### config.mk
export PLATFORM = sky130hd
export DESIGN_NAME = decode_stage_pipe_flat
export DESIGN_NICKNAME = d
export VERILOG_FILES = /design/src/rtl/decode_pkg.sv /design/src/rtl/decode_stage_pipe_if.sv /design/src/rtl/decode_stage_pipe_load_scoreboard.sv /design/src/rtl/decode_stage_pipe.sv /design/src/flat_wrapper.sv
export SDC_FILE = /design/constraint.sdc
export NUM_CORES = 1
export LEC_CHECK = 0
export CORE_ASPECT_RATIO = 1.2
export CORE_MARGIN = 3
export CORE_UTILIZATION = 64
export DETAILED_ROUTE_END_ITERATION = 8
export DONT_BUFFER_PORTS = 1
export HOLD_SLACK_MARGIN = 0.15
export PLACE_DENSITY = 0.78
export SYNTH_ARGS = -nofsm -noshare
export SYNTH_HDL_FRONTEND = slang
export SYNTH_SLANG_ARGS = --single-unit
### constraint.sdc
create_clock -name clk -period 2.7 [get_ports clk]
set_input_delay 0.135 -clock clk [delete_from_list [all_inputs] [get_ports clk]]
set_output_delay 0.135 -clock clk [all_outputs]
set_load 0.05 [all_outputs]
### src/rtl/decode_pkg.sv
// Shared ISA constants, control-field struct and the combinational instruction decoder
// for the vector ASIP ID stage.
package decode_pkg;

  localparam int ISA_N        = 16;
  localparam int ISA_REG_BITS = 4;
  localparam int ISA_IMM_W    = 8;

  // Opcode classes: ALU is op[3]==0, jumps and memory ops are split on op[3:2]
  localparam logic       OP_ALU = 1'b0;
  localparam logic [1:0] OP_JMP = 2'b10;
  localparam logic [1:0] OP_MEM = 2'b11;

  typedef enum logic [1:0] {
    WR_MEM = 2'd0,
    WR_ALU = 2'd1,
    WR_IMM = 2'd2
  } wr_src_e;

  typedef struct packed {
    logic                    mem_write;
    logic                    mem_read;
    wr_src_e                 wr_from;
    logic [ISA_REG_BITS-1:0] rd;
    logic [ISA_IMM_W-1:0]    imm;
    logic                    reg_we_sc;
    logic                    reg_we_vec;
    logic [2:0]              pc_we;
    logic                    ovr_nz;
    logic [2:0]              alu_op;
  } ctrl_t;

  function automatic ctrl_t decode(input logic [ISA_N-1:0] instr, input int vec_regs);
    ctrl_t      c;
    logic [3:0] op;
    logic       regwr;
    op           = instr[ISA_N-1 -: 4];
    c            = '0;
    c.rd         = instr[ISA_N-5 -: ISA_REG_BITS];
    c.imm        = instr[ISA_IMM_W-1:0];
    c.mem_write  = (op[3:2] == OP_MEM) & (op[1:0] == 2'b00);
    c.mem_read   = (op[3:2] == OP_MEM) & op[0];
    if (op[3] == OP_ALU)        c.wr_from = WR_ALU;
    else if (op[3:2] == OP_JMP) c.wr_from = WR_IMM;
    else                        c.wr_from = WR_MEM;
    regwr        = ~op[3] | (op[3] & op[2] & op[0]);
    c.reg_we_vec = regwr & (int'(c.rd) < vec_regs);
    c.reg_we_sc  = regwr & ~(int'(c.rd) < vec_regs);
    c.pc_we      = {op == 4'b1010, op == 4'b1000, op == 4'b1001};
    c.ovr_nz     = ~op[3] & (op[2:0] != 3'b000);
    c.alu_op     = op[2:0];
    return c;
  endfunction

endpackage

### src/rtl/decode_stage_pipe_if.sv
// IF->ID and ID->EX handshake plus decoded control bundle of the ID stage.
// master = the decode stage, slave = its environment (IF/EX).
interface decode_stage_pipe_if #(
  parameter int N        = 16,
  parameter int REG_BITS = 4,
  parameter int IMM_W    = 8
);
  logic                in_valid;
  logic                in_ready;
  logic [N-1:0]        instruction;
  logic                flush;
  logic                out_valid;
  logic                out_ready;
  logic                MemoryWrite;
  logic                MemoryRead;
  logic [1:0]          WriteRegFrom;
  logic [REG_BITS-1:0] RegToWrite;
  logic [IMM_W-1:0]    Immediate;
  logic                RegWriteEnSc;
  logic                RegWriteEnVec;
  logic [2:0]          PcWriteEn;
  logic                OverWriteNz;
  logic [2:0]          AluOpCode;
  logic                stall;

  modport master (
    input  in_valid, instruction, flush, out_ready,
    output in_ready, out_valid, MemoryWrite, MemoryRead, WriteRegFrom, RegToWrite,
           Immediate, RegWriteEnSc, RegWriteEnVec, PcWriteEn, OverWriteNz, AluOpCode, stall
  );

  modport slave (
    output in_valid, instruction, flush, out_ready,
    input  in_ready, out_valid, MemoryWrite, MemoryRead, WriteRegFrom, RegToWrite,
           Immediate, RegWriteEnSc, RegWriteEnVec, PcWriteEn, OverWriteNz, AluOpCode, stall
  );
endinterface

### src/rtl/decode_stage_pipe_load_scoreboard.sv
// Per-register load-latency down-counters; busy while a departed load's result is not
// yet forwardable.
module load_scoreboard #(
  parameter int REG_BITS = 4,
  parameter int LOAD_LAT = 2
) (
  input  logic                     clk,
  input  logic                     rst_n,
  input  logic                     set,
  input  logic [REG_BITS-1:0]      set_idx,
  output logic [2**REG_BITS-1:0]   busy
);

  for (genvar r = 0; r < 2**REG_BITS; r++) begin : g_cnt
    logic [2:0] cnt;

    // A fresh load to the same register restarts the window rather than extending it
    always_ff @(posedge clk or negedge rst_n) begin
      if (!rst_n)                                  cnt <= 3'd0;
      else if (set && (set_idx == REG_BITS'(r)))   cnt <= 3'(LOAD_LAT);
      else if (cnt != 3'd0)                        cnt <= cnt - 3'd1;
    end

    assign busy[r] = (cnt != 3'd0);
  end

endmodule

### src/rtl/decode_stage_pipe.sv
// ID stage: decodes the IF/ID word into control fields, registers them in ID/EX with
// valid/ready on both sides, EX flush, and a load-use stall from the scoreboard.
module decode_stage_pipe import decode_pkg::*; #(
  parameter int N        = ISA_N,
  parameter int REG_BITS = ISA_REG_BITS,
  parameter int IMM_W    = ISA_IMM_W,
  parameter int VEC_REGS = 4,
  parameter int LOAD_LAT = 2
) (
  input logic                 clk,
  input logic                 rst_n,
  decode_stage_pipe_if.master bus
);

  ctrl_t                    dec, ctrl_q;
  logic                     out_valid_q;
  logic [REG_BITS-1:0]      rd_in;
  logic [2**REG_BITS-1:0]   busy;
  logic                     reads_rd, hazard, accept, ld_depart;

  assign dec      = decode(bus.instruction, VEC_REGS);
  assign rd_in    = bus.instruction[N-5 -: REG_BITS];

  // ALU ops and stores read rd, so only they can collide with an in-flight load
  assign reads_rd = (bus.instruction[N-1] == OP_ALU) | dec.mem_write;
  assign hazard   = bus.in_valid & reads_rd & busy[rd_in];

  assign bus.in_ready = (~out_valid_q | bus.out_ready) & ~hazard;
  assign accept       = bus.in_valid & bus.in_ready;
  assign bus.stall    = hazard & (~out_valid_q | bus.out_ready);
  assign ld_depart    = out_valid_q & bus.out_ready & ctrl_q.mem_read & ~bus.flush;

  // Flush beats accept: the word is consumed from IF but never reaches EX
  always_ff @(posedge clk or negedge rst_n) begin
    if (!rst_n) begin
      out_valid_q <= 1'b0;
      ctrl_q      <= '0;
    end else if (bus.flush) begin
      out_valid_q <= 1'b0;
    end else if (accept) begin
      out_valid_q <= 1'b1;
      ctrl_q      <= dec;
    end else if (bus.out_ready) begin
      out_valid_q <= 1'b0;
    end
  end

  load_scoreboard #(
    .REG_BITS (REG_BITS),
    .LOAD_LAT (LOAD_LAT)
  ) u_sb (
    .clk     (clk),
    .rst_n   (rst_n),
    .set     (ld_depart),
    .set_idx (ctrl_q.rd[REG_BITS-1:0]),
    .busy    (busy)
  );

  assign bus.out_valid     = out_valid_q;
  assign bus.MemoryWrite   = ctrl_q.mem_write;
  assign bus.MemoryRead    = ctrl_q.mem_read;
  assign bus.WriteRegFrom  = ctrl_q.wr_from;
  assign bus.RegToWrite    = ctrl_q.rd[REG_BITS-1:0];
  assign bus.Immediate     = ctrl_q.imm[IMM_W-1:0];
  assign bus.RegWriteEnSc  = ctrl_q.reg_we_sc;
  assign bus.RegWriteEnVec = ctrl_q.reg_we_vec;
  assign bus.PcWriteEn     = ctrl_q.pc_we;
  assign bus.OverWriteNz   = ctrl_q.ovr_nz;
  assign bus.AluOpCode     = ctrl_q.alu_op;

endmodule

### src/flat_wrapper.sv
// flat-port wrapper written by rule: the top's interface ports become plain ports
module decode_stage_pipe_flat import decode_pkg::*;
#(
  parameter int N        = ISA_N,
  parameter int REG_BITS = ISA_REG_BITS,
  parameter int IMM_W    = ISA_IMM_W,
  parameter int VEC_REGS = 4,
  parameter int LOAD_LAT = 2
)
  (clk, rst_n, bus_in_valid, bus_instruction, bus_flush, bus_out_ready, bus_in_ready, bus_out_valid, bus_MemoryWrite, bus_MemoryRead, bus_WriteRegFrom, bus_RegToWrite, bus_Immediate, bus_RegWriteEnSc, bus_RegWriteEnVec, bus_PcWriteEn, bus_OverWriteNz, bus_AluOpCode, bus_stall);
  decode_stage_pipe_if #(.N(N), .REG_BITS(REG_BITS), .IMM_W(IMM_W)) bus_i ();
  input logic clk;
  input logic rst_n;
  input wire logic [$bits(bus_i.in_valid)-1:0] bus_in_valid;
  input wire logic [$bits(bus_i.instruction)-1:0] bus_instruction;
  input wire logic [$bits(bus_i.flush)-1:0] bus_flush;
  input wire logic [$bits(bus_i.out_ready)-1:0] bus_out_ready;
  output wire logic [$bits(bus_i.in_ready)-1:0] bus_in_ready;
  output wire logic [$bits(bus_i.out_valid)-1:0] bus_out_valid;
  output wire logic [$bits(bus_i.MemoryWrite)-1:0] bus_MemoryWrite;
  output wire logic [$bits(bus_i.MemoryRead)-1:0] bus_MemoryRead;
  output wire logic [$bits(bus_i.WriteRegFrom)-1:0] bus_WriteRegFrom;
  output wire logic [$bits(bus_i.RegToWrite)-1:0] bus_RegToWrite;
  output wire logic [$bits(bus_i.Immediate)-1:0] bus_Immediate;
  output wire logic [$bits(bus_i.RegWriteEnSc)-1:0] bus_RegWriteEnSc;
  output wire logic [$bits(bus_i.RegWriteEnVec)-1:0] bus_RegWriteEnVec;
  output wire logic [$bits(bus_i.PcWriteEn)-1:0] bus_PcWriteEn;
  output wire logic [$bits(bus_i.OverWriteNz)-1:0] bus_OverWriteNz;
  output wire logic [$bits(bus_i.AluOpCode)-1:0] bus_AluOpCode;
  output wire logic [$bits(bus_i.stall)-1:0] bus_stall;
  assign bus_i.in_valid = bus_in_valid;
  assign bus_i.instruction = bus_instruction;
  assign bus_i.flush = bus_flush;
  assign bus_i.out_ready = bus_out_ready;
  assign bus_in_ready = bus_i.in_ready;
  assign bus_out_valid = bus_i.out_valid;
  assign bus_MemoryWrite = bus_i.MemoryWrite;
  assign bus_MemoryRead = bus_i.MemoryRead;
  assign bus_WriteRegFrom = bus_i.WriteRegFrom;
  assign bus_RegToWrite = bus_i.RegToWrite;
  assign bus_Immediate = bus_i.Immediate;
  assign bus_RegWriteEnSc = bus_i.RegWriteEnSc;
  assign bus_RegWriteEnVec = bus_i.RegWriteEnVec;
  assign bus_PcWriteEn = bus_i.PcWriteEn;
  assign bus_OverWriteNz = bus_i.OverWriteNz;
  assign bus_AluOpCode = bus_i.AluOpCode;
  assign bus_stall = bus_i.stall;
  decode_stage_pipe #(.N(N), .REG_BITS(REG_BITS), .IMM_W(IMM_W), .VEC_REGS(VEC_REGS), .LOAD_LAT(LOAD_LAT)) u_core (.clk(clk), .rst_n(rst_n), .bus(bus_i));
endmodule
==> results of run 1 <==
metrics by stage:
| step | area [sq um] | worst slack (ps) | instances |
|---|---|---|---|
| CTS | 4670 | 35.8 | 502 |
| floorplan | 4090 | 383 | 384 |
| global placement | 4180 | 265 | 464 |
| global route | 4790 | -5.33 | 512 |
| detailed placement | 4180 | 182 | 464 |
| finish | 4790 | 81.8 | 512 |
where the power goes:
part           internal [W]  switching [W]
sequential          0.00159       0.000639
clock              0.000632       0.000407
combinational       0.00112        0.00117
cells in the final DEF (no fill, tap or decap), drive strengths merged, types with 2 or more instances in the layout:
cell type	instances
nand2b	25
o31ai	4
o41ai	2
o221ai	5
dfrtp	74
nor2	65
mux2i	17
nor2b	4
o32ai	2
mux2	21
clkbuf	10
xnor2	16
ha	32
bufinv	3
inv	36
o22ai	2
mux4	3
nand2	24
and2b	3
nor3b	2
o21ai	23
nor3	9
buf	18
dlygate4sd3	21
worst max path at each step:
stage | to | cells past startpoint | slack, ps | startpoint
after detailed placement | u_core.bus.Immediate[3] | 8 | 180 | u_core.u_sb.g_cnt[8].cnt[0]
after global placement | u_core.bus.Immediate[0] | 8 | 260 | u_core.u_sb.g_cnt[4].cnt[0]
after floorplan | u_core.bus.AluOpCode[0] | 9 | 380 | u_core.u_sb.g_cnt[15].cnt[0]
final | bus_in_ready | 9 | 80 | u_core.u_sb.g_cnt[8].cnt[0]
after CTS | bus_in_ready | 9 | 40 | u_core.u_sb.g_cnt[8].cnt[0]
after global routing | bus_in_ready | 9 | -5 | u_core.u_sb.g_cnt[0].cnt[0]
Yosys cell counts, types with 2 or more instances:
| cell type | instances | area share (%) |
|---|---|---|
| mux2i_1 | 16 | 3.9 |
| nand2b_1 | 17 | 2.6 |
| mux4_2 | 3 | 1.7 |
| nor3b_1 | 2 | 0.37 |
| xnor2_1 | 16 | 3.4 |
| nor3_1 | 9 | 1.1 |
| o21ai_0 | 23 | 2.8 |
| nand2_1 | 24 | 2.2 |
| dfrtp_1 | 74 | 45 |
| ha_1 | 32 | 9.8 |
| buf_2 | 2 | 0.24 |
| o221ai_1 | 5 | 1.1 |
| o41ai_1 | 2 | 0.43 |
| mux2_4 | 10 | 3.7 |
| mux2_2 | 11 | 3.0 |
| nand2b_4 | 8 | 2.7 |
| o31ai_1 | 4 | 0.73 |
| nor2b_1 | 4 | 0.61 |
| clkbuf_1 | 3 | 0.28 |
| nor2_1 | 64 | 5.9 |
| inv_1 | 36 | 3.3 |
| and2b_1 | 2 | 0.37 |
kinds of logic after synthesis:
| logic type | count (synthesis) | share of synthesized area (%) |
|---|---|---|
| flops | 74 | 45.3 |
| mux | 41 | 12.8 |
| fa+ha+maj | 32 | 9.79 |
| buf+inv | 44 | 4.62 |
| xor+xnor | 16 | 3.43 |
| simple gates | 135 | 17.0 |
| compound gates | 42 | 7.07 |
area by class of cell:
class                   instances  area, sq um
clock buffers                  10          138
flip-flops and latches         74         1850
multi-input cells             266         2080
repair buffers                 39          383
fillers                       434         1330
well taps                      82          103
inverters                      36          135
clock inverters                 5          103
sequential cells by signal (all words and copies together) (netlist names):
signal,count
u_core.bus.AluOpCode,3
u_core.bus.Immediate,8
u_core.bus.MemoryRead,1
u_core.bus.MemoryWrite,1
u_core.bus.OverWriteNz,1
u_core.bus.PcWriteEn,3
u_core.bus.RegToWrite,4
u_core.bus.RegWriteEnSc,1
u_core.bus.RegWriteEnVec,1
u_core.bus.WriteRegFrom,2
u_core.bus.out_valid,1
u_core.u_sb.g_cnt.cnt,48
what timing repair did:
action | in CTS | in global routing
endpoints found under the setup margin | 2 | 21
hold buffers | 22 | 0
buffers inserted | 1 | 9
hold endpoints to repair | 100 | 0
pin swaps | 1 | 2
gates cloned | 0 | 1
resized for setup | 1 | 9
worst max-delay path: cells and delay by family (launching register included):
kind	cells	cell delay (ps)
AOI/OAI and AO/OA	1	140
DFF	1	390
and+or+nand+nor	2	270
muxes	2	700
adders and majority gates	1	220
buffers and inverters	3	410
layer usage:
layer	wire length (microns)	global-route usage, %
met5	0	0
met4	140	12.3
met3	514	5.39
met2	4470	41.4
met1	3590	30.6
==> impl_metrics.json, run 1 <==
{
  "outcome": "finished clean",
  "hold_depth": 2,
  "rr_startpoint": "u_core.u_sb.g_cnt[8].cnt[0]",
  "detailed_place_hpwl_microns": 5310,
  "clock-root-buffer": "clkbuf_8",
  "routabilityCongestion": 0.740,
  "p_per_area_nw_per_um2": 1160,
  "die_y_microns": 93.6,
  "drt-vias-per-instance": 5.52,
  "tns_ps": 0,
  "htree_levels": 3,
  "firstDrtPassIters": 4,
  "area_delta_synth_final_pct": 17.2,
  "cp_common_cell": "buf_6",
  "grt_pass1_vias": 3018,
  "grt_pass1_wl_microns": 14100,
  "cts_max_path_buffers": 2,
  "cp-end-kind": "output port",
  "ios": 49,
  "whs_ps": 236,
  "yosys_most_used_dff": "dfrtp_1",
  "post-route-period-util_pct": 97.0,
  "yosysWarningCount": 0,
  "ys_ff_latch": 74,
  "ant_nets": 0,
  "total_leakage_power_nw": 2.25,
  "tightest_slew_ps": 788,
  "critical_path_class": "reg -> out",
  "maxCapViolations": 0,
  "worstHoldEndpoint": "u_core.bus.RegWriteEnSc",
  "grt_max_degree": 75,
  "cp_data_required_time_ps": 2570,
  "drc_errors": 0,
  "finish.utilization_pct": 78.2,
  "gr-usage-all-layers_pct": 24.9,
  "finalClockSkew_ps": 6.74,
  "cts_tree": "yes",
  "setup_viol": 0,
  "die_w_microns": 79.0,
  "grt_antenna_before_repair": 0,
  "r2r_slack_ps": 140,
  "avgSynthCellArea_sq_um": 10.7,
  "rows": 31,
  "drt_iter0_markers": 140,
  "diodes": 0,
  "portBuffers": 0,
  "wirelength_microns": 8710,
  "slowest_stage": "mux4_2",
  "synth_edf_count": 0,
  "slowest_delay_ps": 500,
  "synth_nets": 437,
  "cts-buffers-inserted": 9,
  "r2r_cells": 10,
  "cp.arrival_ps": 2480,
  "peakVddDrop_uv": 768,
  "p_total_w": 0.00556,
  "start_kind": "register",
  "syn-cell-area_sq_um": 4090,
  "core-area_sq_um": 6130,
  "r2r-end": "u_core.bus.AluOpCode[2]",
  "grt_overflow": 0,
  "relSlewSlack_pct": 47.5,
  "max_freq_ghz": 0.382,
  "drive_gt1_share_pct": 17.7,
  "period_needed_ps": 2620,
  "nets": 479,
  "hold_viol": 0,
  "wl_per_cell_microns": 17.0,
  "clkSinkCount": 74,
  "clk_pin_slew_ps": 70,
  "yosysUniqueCellTypes": 39,
  "drv_slew": 0,
  "hold_path_startpoint": "bus_instruction[14]",
  "start_util_pct": 66.7,
  "critPathMaxFanout": 5,
  "vias": 2827,
  "ys_seq_area_share_pct": 45.3,
  "crit_chain": "inv_1 > ha_2 > nand2b_4 > mux4_2 > mux2i_4 > o32ai_4 > buf_6 > and2b_1 > buf_6",
  "min_path_type": "in -> reg",
  "async_flop_share_pct": 100,
  "clk_latency_ps": 350,
  "synthCells": 384,
  "dieArea_sq_um": 7390
}
No activity file was read; power rests on OpenSTA's default activity.
==> run 2: changes to the inputs <==
--- a/config.mk
+++ b/config.mk
@@ -14,4 +14,5 @@
 export PLACE_DENSITY = 0.78
 export SYNTH_ARGS = -nofsm -noshare
 export SYNTH_HDL_FRONTEND = slang
+export SYNTH_HIERARCHICAL = 1
 export SYNTH_SLANG_ARGS = --single-unit
==> run 2 against run 1 <==
Global-route usage is essentially flat. Sequential share of layout area grew 2.6 points. Wire length shrank 5.5%. Hold slack got worse by 37 ps. Core utilization shrank 4.5 points. Area after synthesis down 1.4%. Combinational power down 7%. Power down 5.3%. Final cell count decreased by 8.0%. Sequential power about the same.
==> impl_metrics.json, run 2 <==
{
  "grt_pass1_wl_microns": 13800,
  "syn-cell-area_sq_um": 4030,
  "slowest_delay_ps": 560,
  "total_leakage_power_nw": 2.28,
  "avgSynthCellArea_sq_um": 11.3,
  "sw_frac_of_total_pct": 40.0,
  "hold_viol": 0,
  "drive_gt1_share_pct": 14.9,
  "finish.utilization_pct": 73.7,
  "ios": 49,
  "drv_slew": 0,
  "crit_chain": "inv_1 > ha_1 > ha_1 > inv_1 > mux2i_1 > a31oi_1 > nand4b_2 > a31oi_1 > nor2_1 > dlygate4sd3_1",
  "async_flop_share_pct": 100,
  "final_cells": 471,
  "cts_max_path_buffers": 2,
  "setup_ws_ps": 261,
  "combPwrFrac_pct": 40.7,
  "area_delta_synth_final_pct": 11.3,
  "gr-usage-all-layers_pct": 24.9,
  "clk_pin_slew_ps": 80,
  "dp_slack_ps": 351,
  "grt_overflow": 0,
  "core-area_sq_um": 6090,
  "crit_buf_inv": 3,
  "tns_ps": 0,
  "diodes": 0,
  "synth_edf_count": 0,
  "yosys_most_used_dff": "dfrtp_1",
  "maxCapViolations": 0,
  "rsz0062_at_grt": "false",
  "synth_top_area_share_pct": 45.9,
  "outcome": "finished clean",
  "synth_nets": 411,
  "seqPwrFrac_pct": 42.7,
  "clk_latency_ps": 350,
  "place_inst": 435,
  "relSlewSlack_pct": 58.6,
  "portBuffers": 0,
  "cp_data_required_time_ps": 2930,
  "yosysMostFrequentCell": "dfrtp_1",
  "nets": 437,
  "setup_viol": 0,
  "rr_startpoint": "u_core/u_sb/g_cnt[12].cnt[0]",
  "cts_tree": "yes",
  "peakVddDrop_uv": 708,
  "critPathMaxFanout": 5,
  "cp-end-kind": "register",
  "synthCells": 358,
  "synth_top_area_cell": "dfrtp_1",
  "p_int_w": 0.00316,
  "yosysUniqueCellTypes": 36,
  "cp.depth": 10,
  "dieArea_sq_um": 7290,
  "cts_resized": 0,
  "p_per_area_nw_per_um2": 1170,
  "grt_pass1_vias": 2882,
  "min_path_type": "in -> reg",
  "detailed_place_hpwl_microns": 5280,
  "wirelength_microns": 8230,
  "holdBufCountCts": 20,
  "rows": 31,
  "drt-vias-per-instance": 5.69,
  "ant_nets": 0,
  "regMostFlops": "u_core/u_sb/g_cnt.cnt",
  "r2r_cells": 10,
  "cts-buffers-inserted": 9,
  "post-route-period-util_pct": 90.3,
  "max_freq_ghz": 0.410,
  "drc_errors": 0,
  "cts_setup_buffers": 0,
  "power.share.clock_pct": 16.6,
  "wl_per_cell_microns": 17.5,
  "hold_path_startpoint": "bus_instruction[10]",
  "tightest_slew_ps": 621,
  "die_w_microns": 78.5,
  "start_kind": "register",
  "ys_seq_area_share_pct": 45.9,
  "final_cell_mix": "dfrtp_1 (74), inv_1 (68), ha_1 (32), nor2b_1 (20), nor2_1 (20)",
  "yosysWarningCount": 6,
  "htree_levels": 3,
  "synth_common_cells": "dfrtp_1 (74), inv_1 (68), ha_1 (32), nor2_1 (20), nor2b_1 (20)",
  "clkSinkCount": 74,
  "firstDrtPassIters": 4,
  "grt_max_degree": 75,
  "p_switching_w": 0.00211,
  "hold_depth": 3,
  "cp_top_family": "buffers and inverters",
  "largest_reg_flops": 48,
  "slowest_stage": "dlygate4sd3_1",
  "ys_ff_latch": 74,
  "grt_antenna_before_repair": 0,
  "period_needed_ps": 2440,
  "drt_iter0_markers": 132,
  "finalClockSkew_ps": 10.2,
  "critical_path_class": "reg -> reg",
  "cp.arrival_ps": 2670,
  "cp-startpoint": "u_core/u_sb/g_cnt[12].cnt[0]",
  "final_common_cell": "dfrtp_1",
  "routabilityCongestion": 0.786,
  "vias": 2681,
  "die_y_microns": 93.0,
  "synth_top_cells_by_area": "dfrtp_1 (46%), ha_1 (9.9%), inv_1 (6.3%), mux2_4 (6.3%), a221oi_1 (3.5%)",
  "start_util_pct": 66.2,
  "clock-root-buffer": "clkbuf_8"
}
[run 2: cell types whose count changed after synthesis, moves of 16 or more]
cell / change
nor2b_1: +16
inv_1: +32
nand2_1: -20
o21ai_0: -23
a221oi_1: +16
a21oi_1: +17
nor2_1: -44
xor2_1: +16
xnor2_1: -16
[run 2: cell type report]
| cell class | instances | area, sq um |
|---|---|---|
| clock buffer | 10 | 138 |
| clock inverter | 6 | 66.3 |
| fill | 417 | 1600 |
| inverter | 68 | 255 |
| multi-input combinational | 205 | 1810 |
| sequential | 74 | 1850 |
| tap | 82 | 103 |
| timing repair buffer | 26 | 263 |
[run 2: power by group through the flow]
| stage | sequential (W) | clock [W] | combinational, W |
|---|---|---|---|
| global route | 0.00231 | 0.000938 | 0.00244 |
| floorplan | 0.00218 | 0 | 0.00171 |
| CTS | 0.00224 | 0.000887 | 0.00214 |
| finish | 0.00225 | 0.000877 | 0.00214 |
| global placement | 0.00224 | 0 | 0.00193 |
| detailed placement | 0.00226 | 0 | 0.00207 |
[run 2: logic make-up after synthesis]
kind of cell / share of synthesized area [%]
xor gates and xnor gates: 3.47
adders and majority gates: 9.93
AOI/OAI and AO/OA: 11.0
muxes: 10.5
buffers and inverters: 9.12
and+or+nand+nor: 10.1
DFF: 45.9
[run 2: worst paths after layout]
path	slack, ps	to
max reg2reg	260	u_core/bus.out_valid
max in group asynchronous	2080	u_core/bus.Immediate[5]
min reg2reg	520	u_core/u_sb/g_cnt[8].cnt[1]
min	200	u_core/bus.RegWriteEnSc
min in group asynchronous	320	u_core/u_sb/g_cnt[10].cnt[2]
max	260	u_core/bus.out_valid
[run 2: tightest hold or removal path: stages]
cell	delay, ps
nor2_1	70
a21oi_1	160
mux2_4	160
[run 2: routing by layer]
layer | up-vias | GRT usage, % | share of wire (%)
met4 | 0 | 13.4 | 3.7
met1 | 1298 | 29.8 | 41
met2 | 86 | 41.1 | 49
li1 | 1271 | - | -
met3 | 26 | 6.42 | 6.4
met5 | - | 0 | 0
[run 2: metrics by stage]
step	instance area, sq um	power [W]	hold WS, ps
finish	4490	0.00527	199
global route	4490	0.00569	194
CTS	4490	0.00527	184
detailed placement	4070	0.00433	-157
global placement	4070	0.00417	-158
floorplan	4030	0.00388	-161
